==> src/rtl/tpu_tiled_gemm.sv <==
// Tiled GEMM engine: C = A * B computed one S x S output tile at a time.
// Per tile: FETCH streams K operand words into an outer-product accumulator
// array, DRAIN absorbs the final read-latency cycle, WRITE emits the valid
// rows of the tile to the C buffer.
//
//   state | meaning
//   IDLE  | waiting for in_valid; zero dimensions answered with done+err
//   FETCH | issue k = 0..K-1 on A_index/B_index
//   DRAIN | last fetched word accumulates
//   WRITE | one C row per cycle, R = min(S, M - mt*S) rows
module tpu_tiled_gemm #(
  parameter int S      = 4,
  parameter int DW     = 8,
  parameter int AW     = 32,
  parameter int SIGNED = 0
) (
  input  logic              clk,
  input  logic              rst_n,
  input  logic              in_valid,
  input  logic [7:0]        K,
  input  logic [7:0]        M,
  input  logic [7:0]        N,
  output logic              busy,
  output logic              done,
  output logic              err,
  output logic              A_wr_en,
  output logic              B_wr_en,
  output logic [15:0]       A_index,
  output logic [15:0]       B_index,
  output logic [S*DW-1:0]   A_data_in,
  output logic [S*DW-1:0]   B_data_in,
  input  logic [S*DW-1:0]   A_data_out,
  input  logic [S*DW-1:0]   B_data_out,
  output logic              C_wr_en,
  output logic [15:0]       C_index,
  output logic [S*AW-1:0]   C_data_in,
  input  logic [S*AW-1:0]   C_data_out
);

  localparam int RW = (S > 1) ? $clog2(S) : 1;

  typedef enum logic [1:0] {IDLE, FETCH, DRAIN, WRITE} state_t;

  state_t          state, state_nxt;
  logic            done_nxt, err_nxt;
  logic [7:0]      k_r, m_r, n_r, kcnt, mt, nt;
  logic [RW-1:0]   rcnt;
  logic            fetch_vld, fetch_first;
  logic            dims_zero, last_k, last_row, last_nt, last_mt;
  logic [15:0]     row_rem;
  logic [AW-1:0]   a_ext [S];
  logic [AW-1:0]   b_ext [S];
  logic [AW-1:0]   prod  [S][S];
  logic [AW-1:0]   acc   [S][S];
  logic            unused_ok;

  assign unused_ok = ^C_data_out;

  assign A_wr_en   = 1'b0;
  assign B_wr_en   = 1'b0;
  assign A_data_in = '0;
  assign B_data_in = '0;
  assign busy      = (state != IDLE);

  assign dims_zero = (K == 8'd0) || (M == 8'd0) || (N == 8'd0);
  assign last_k    = (kcnt == k_r - 8'd1);
  assign row_rem   = 16'(m_r) - 16'(mt) * 16'(S);
  assign last_row  = (16'(rcnt) + 16'd1 >= row_rem) || (rcnt == RW'(S - 1));
  assign last_nt   = (16'(nt) + 16'd1) * 16'(S) >= 16'(n_r);
  assign last_mt   = (16'(mt) + 16'd1) * 16'(S) >= 16'(m_r);

  // state register and registered done/err pulses
  always_ff @(posedge clk) begin
    if (!rst_n) begin
      state <= IDLE;
      done  <= 1'b0;
      err   <= 1'b0;
    end else begin
      state <= state_nxt;
      done  <= done_nxt;
      err   <= err_nxt;
    end
  end

  // next-state decode and completion pulses
  always_comb begin
    state_nxt = state;
    done_nxt  = 1'b0;
    err_nxt   = 1'b0;
    case (state)
      IDLE: if (in_valid) begin
        if (dims_zero) begin
          done_nxt = 1'b1;
          err_nxt  = 1'b1;
        end else begin
          state_nxt = FETCH;
        end
      end
      FETCH: if (last_k) state_nxt = DRAIN;
      DRAIN: state_nxt = WRITE;
      WRITE: if (last_row) begin
        if (last_nt && last_mt) begin
          state_nxt = IDLE;
          done_nxt  = 1'b1;
        end else begin
          state_nxt = FETCH;
        end
      end
      default: state_nxt = IDLE;
    endcase
  end

  // dimension latches, loop counters and read-valid tracking
  always_ff @(posedge clk) begin
    if (!rst_n) begin
      k_r <= '0; m_r <= '0; n_r <= '0;
      kcnt <= '0; mt <= '0; nt <= '0; rcnt <= '0;
      fetch_vld   <= 1'b0;
      fetch_first <= 1'b0;
    end else begin
      fetch_vld   <= (state == FETCH);
      fetch_first <= (state == FETCH) && (kcnt == 8'd0);
      case (state)
        IDLE: if (in_valid && !dims_zero) begin
          k_r <= K; m_r <= M; n_r <= N;
          kcnt <= '0; mt <= '0; nt <= '0;
        end
        FETCH: kcnt <= last_k ? 8'd0 : kcnt + 8'd1;
        DRAIN: rcnt <= '0;
        WRITE: begin
          rcnt <= rcnt + RW'(1);
          if (last_row) begin
            if (last_nt) begin
              nt <= '0;
              mt <= mt + 8'd1;
            end else begin
              nt <= nt + 8'd1;
            end
          end
        end
        default: ;
      endcase
    end
  end

  // operand extension to accumulator width; products wrap modulo 2^AW
  always_comb begin
    for (int i = 0; i < S; i++) begin
      a_ext[i] = {{(AW-DW){(SIGNED != 0) && A_data_out[i*DW+DW-1]}}, A_data_out[i*DW +: DW]};
      b_ext[i] = {{(AW-DW){(SIGNED != 0) && B_data_out[i*DW+DW-1]}}, B_data_out[i*DW +: DW]};
    end
    for (int i = 0; i < S; i++)
      for (int j = 0; j < S; j++)
        prod[i][j] = a_ext[i] * b_ext[j];
  end

  // outer-product accumulate; the k=0 word overwrites to clear the tile
  always_ff @(posedge clk) begin
    if (fetch_vld)
      for (int i = 0; i < S; i++)
        for (int j = 0; j < S; j++)
          acc[i][j] <= fetch_first ? prod[i][j] : acc[i][j] + prod[i][j];
  end

  // buffer addressing and C row output
  always_comb begin
    A_index   = '0;
    B_index   = '0;
    C_wr_en   = 1'b0;
    C_index   = '0;
    C_data_in = '0;
    if (state == FETCH) begin
      A_index = 16'(mt) * 16'(k_r) + 16'(kcnt);
      B_index = 16'(nt) * 16'(k_r) + 16'(kcnt);
    end
    if (state == WRITE) begin
      C_wr_en = 1'b1;
      C_index = 16'(nt) * 16'(m_r) + 16'(mt) * 16'(S) + 16'(rcnt);
      for (int j = 0; j < S; j++)
        C_data_in[j*AW +: AW] = acc[rcnt][j];
    end
  end

endmodule

==> config.mk <==
export PLATFORM = sky130hd
export DESIGN_NAME = tpu_tiled_gemm
export DESIGN_NICKNAME = d
export VERILOG_FILES = /design/src/rtl/tpu_tiled_gemm.sv
export SDC_FILE = /design/constraint.sdc
export NUM_CORES = 2
export LEC_CHECK = 0
export BUFFER_PORTS_ARGS = -buffer_cell sky130_fd_sc_hd__buf_4
export CAP_MARGIN = 15
export CORE_MARGIN = 2
export CORE_UTILIZATION = 69
export DETAILED_ROUTE_END_ITERATION = 6
export PLACE_DENSITY_LB_ADDON = 0.25
export SYNTH_ARGS = -nofsm -noshare
export SYNTH_HDL_FRONTEND = slang
export SYNTH_SLANG_ARGS = --single-unit
==> constraint.sdc <==
create_clock -name clk -period 20.7 [get_ports clk]
set_input_delay 4.14 -clock clk [delete_from_list [all_inputs] [get_ports clk]]
set_output_delay 4.14 -clock clk [all_outputs]
set_load 0.01 [all_outputs]
==> implementation parameters <==
Parameter                              Value

Status
  Run status    completed

Logic synthesis
  Ys async rst share    0%
  Number of distinct library cells after synthesis    87
  Sequential-to-total area share from yosys stat    19.6%
  Most used DFF post-synth    edfxtp_1
  Synthesized area per cell    9.17 um^2
  Synthesized flop and latch total    570
  Yosys warning total    0
  EDFF count, synth    512
  Area of the mapped netlist    0.0842 mm^2
  Post-synthesis instance total    9179

STA
  Final hold vios    0
  Total setup violations reported at the end of the flow    0
  Clock Skews    34.2 ps
  Slew @ Worst Pin    1170 ps
  Relative max-transition margin    22.1%
  Final TNS setup    0 ps
  Final worst-path cycle share    51.3%
  Time the final worst path needs with I/O delays and setup    10620 ps
  Pins Over Slew Limit    0
  Achievable Freq    94.2 MHz
  RSZ-0062 raised after global routing    false

Hold path
  Worst hold start    n_r[7]
  Hold crit path type    reg2reg

Pwr
  Relative contribution of sequential cells to total power    18.1%
  Internal portion of total power    0.00696 W
  Portion of total power attributed to the clock network    10.1%
  Power per cell area    152 mW/mm^2
  Leakage power of the design    40.5 nW
  Combinational cell fraction of total power    71.8%
  Worst supply voltage drop on vdd    0.000208 V
  Net switching power    0.00657 W
  Fraction of power spent switching nets    48.5%

Routing
  Avg WL per Cell    20.1 um
  First drt pass iteration count    7
  Length of routed met3 wiring    16.2 mm
  Number of nets still failing antenna checks after routing    0
  Total routed wirelength    217 mm
  WL met1    84.0 mm
  Top layer in use    met4
  Vias per cell    6.20
  DRC    0
  Number of DRC violations after detailed-routing iteration 0    5800
  Wire length on met2    106 mm
  Vias post-DR    67.3k

Place
  Total of buffers placed on input and output ports    270
  Number of placed instances with taps included    10.7k
  Routability congestion estimate    0.936
  Post-DP HPWL    161 mm

Critical path
  Worst-path cell chain    buf_4, nand2_1, fa_1, fa_1, inv_1, fa_1, inv_1, fa_1, inv_1, ha_1, or3_1, a41oi_1, nor2b_1, o21a_1, nor2_1, xnor2_1, ha_1, a21o_1, a21o_1, a21o_1, a221oi_1, nor3b_1, xnor2_1, nor2_1
  Cell family with most CP delay    adder cells
  Worst R2R Start    acc[3][0]
  Bufs and invs on worst path    4
  Crit. End Element    register
  Critical-path top delay cell    a221oi_1
  Source of the critical timing path    A_data_out[29]
  Critical path required time    21100 ps
  CP peak stage delay    980 ps
  Data arrival time at the worst-slack endpoint    11010 ps
  Critical Path Start Type    primary input
  Maximum fanout along the worst path    32
  Cell with the most instances on the worst path    fa_1
  Critical path type    in2reg

Clocking
  Clock root buffer    clkbuf_16
  Total clock sinks    570
  Clock-pin slew reported for the worst setup and hold paths after clock tree synthesis    60 ps
  TritonCTS Buffers    73
  TritonCTS clock tree    yes
  Deepest level of the CTS H-tree    3
  Count of hold buffers inserted by post-cts repair    0
  Latest clock arrival within the worst-skew pair    700 ps
  Resize count post-CTS    0
  # Post-CTS Setup Buffers    0
  Number of buffers between clock root and the deepest sink    3

Cells and area
  Fin nets    11.1k
  Area delta synth->final    5.99%
  Number of fill cells in the layout    8715
  Share of final-layout standard cells stronger than drive strength 1    7.44%
  Final Instance Count excl. Fillers    10.8k

Floorplanning
  Initial standard-cell utilization of the core    69.3%
  Standard-cell rows    128
  Area of the core region    0.121 mm^2
  I/O pin total    465
  Horizontal die dimension    353 um
  Height of the die    353 um
  Area of the die    0.125 mm^2

GRT
  First-pass GRT wire length    353 mm
  Largest net degree at the start of global routing    210
  Aggregate global routing overflow    0
  Antenna violations before repair    15
  GRT Overall Usage    35.0%
  Via count of the first global-routing pass    68.8k

Job
  # Max-Cap Violations    0
[cell type report]
cell class	instances	area, um^2	area share, %
antenna	7	17.5	0.0196
timing repair buffer	291	2230	2.51
multi-input combinational	7131	61800	69.3
sequential	570	16600	18.6
clock buffer	86	1910	2.14
clock inverter	45	554	0.621
inverter	1088	4090	4.58
tap	1625	2030	2.28
[sequential cells by signal (all words and copies together) (netlist names), named ones only]
name and cells:
fetch_first 1, rcnt 2, acc 512, k_r 8, n_r 8, state 2
mt 8, nt 8, done 1, err 1, m_r 8, kcnt 8
fetch_vld 1
[worst register-to-register path, stage by stage (launching register included)]
cell	delay, ps
edfxtp_1	380
ha_1	270
fa_1	450
a21oi_1	230
o21bai_1	130
nor4_1	440
o21ai_0	330
a311oi_2	850
nor4bb_1	180
xnor2_1	260
nor2_1	80
[cell families after synthesis]
group	after synthesis	synth area share, %
DFF	570	19.7
buffers and inverters	1543	7.21
and+or+nand+nor	3088	19.2
muxes	255	5.08
AOI/OAI and AO/OA	1379	10.3
xor gates and xnor gates	613	6.38
adders and majority gates	1730	32.2
other	1	0.00446
[synth_stat cells (all sizes together), types with 11 or more instances]
cell type,instances,area share [%]
o41ai,26,0.28
ha,1003,15
buf,106,0.79
mux2i,31,0.37
xor2,230,2.4
a31oi,42,0.31
and2,1129,8.4
nand2b,45,0.33
and3,88,0.65
nor3,136,0.81
o21a,53,0.47
a41oi,26,0.28
a41o,14,0.17
and4,20,0.21
a211oi,38,0.34
fa,727,17
a21o,142,1.3
or2,18,0.13
nor3b,16,0.14
inv,1088,4.9
o21bai,52,0.46
clkbuf,348,1.6
mux4,128,3.4
nor2,469,2.1
o211ai,21,0.19
nand3,164,0.98
o31ai,34,0.31
or4,11,0.098
nor2b,86,0.64
nand4,62,0.46
mux2,96,1.3
nor4,21,0.16
a21oi,440,2.6
o21ai,369,2.2
xnor2,383,4.0
nand2,696,3.1
dfxtp,58,1.4
edfxtp,512,18
or3,104,0.77
[final timing paths]
check	to	slack [ps]	depth (start not counted)
worst max-delay path	acc[3][23]	10080	24
worst min-delay path	n_r[7]	520	2
worst min register to register	n_r[7]	520	2
worst max register to register	acc[3][26]	16800	10
[metal layers]
metal	track usage [%]	vias up
li1	-	30749
met1	43.8	33148
met2	60.2	2826
met3	4.29	544
met4	16.6	0
met5	0	-
[per-stage QoR]
step                      setup slack [ps]  instance area [um^2]  power [W]  utilization, %  hold WS, ps
after CTS                            10270                 89200     0.0134            73.5          527
after global placement                9740                 86700     0.0115            71.4          501
after floorplan                       8270                 84400    0.00975               -          461
final                                10080                 89200     0.0135            73.5          521
after detailed placement              9640                 86700     0.0119            71.4          511
after global routing                  9900                 89200     0.0146            73.5          555
[cell usage in the layout, fill, tap and decap left out, types with 25 or more instances in the layout]
master     count
xor2_1       230
ha_1        1002
nand2_1      696
clkbuf_16     74
a31oi_1       42
xnor2_1      383
nor2b_1       86
a21o_1       142
a41oi_1       25
fa_1         727
or3_1        104
nand2b_1      45
o21a_1        53
nand3_1      164
conb_1        66
nand4_1       62
buf_4        287
o41ai_1       25
nor3_1       136
nor2_1       469
o31ai_1       33
a211oi_1      37
and3_1        88
dfxtp_1       54
mux2i_1       31
edfxtp_1     512
mux2_2        96
and2_1      1128
o21bai_1      52
mux4_2       128
inv_1       1087
o21ai_0      358
a21oi_1      440
[power groups by stage]
stage	sequential, W	clock, W	combinational [W]
floorplan	0.00243	0	0.00732
global placement	0.00243	0	0.00903
detailed placement	0.00245	0	0.00945
CTS	0.00244	0.00137	0.00956
global route	0.00248	0.00140	0.0108
finish	0.00245	0.00136	0.00972
Power figures use the tool's default switching activity.
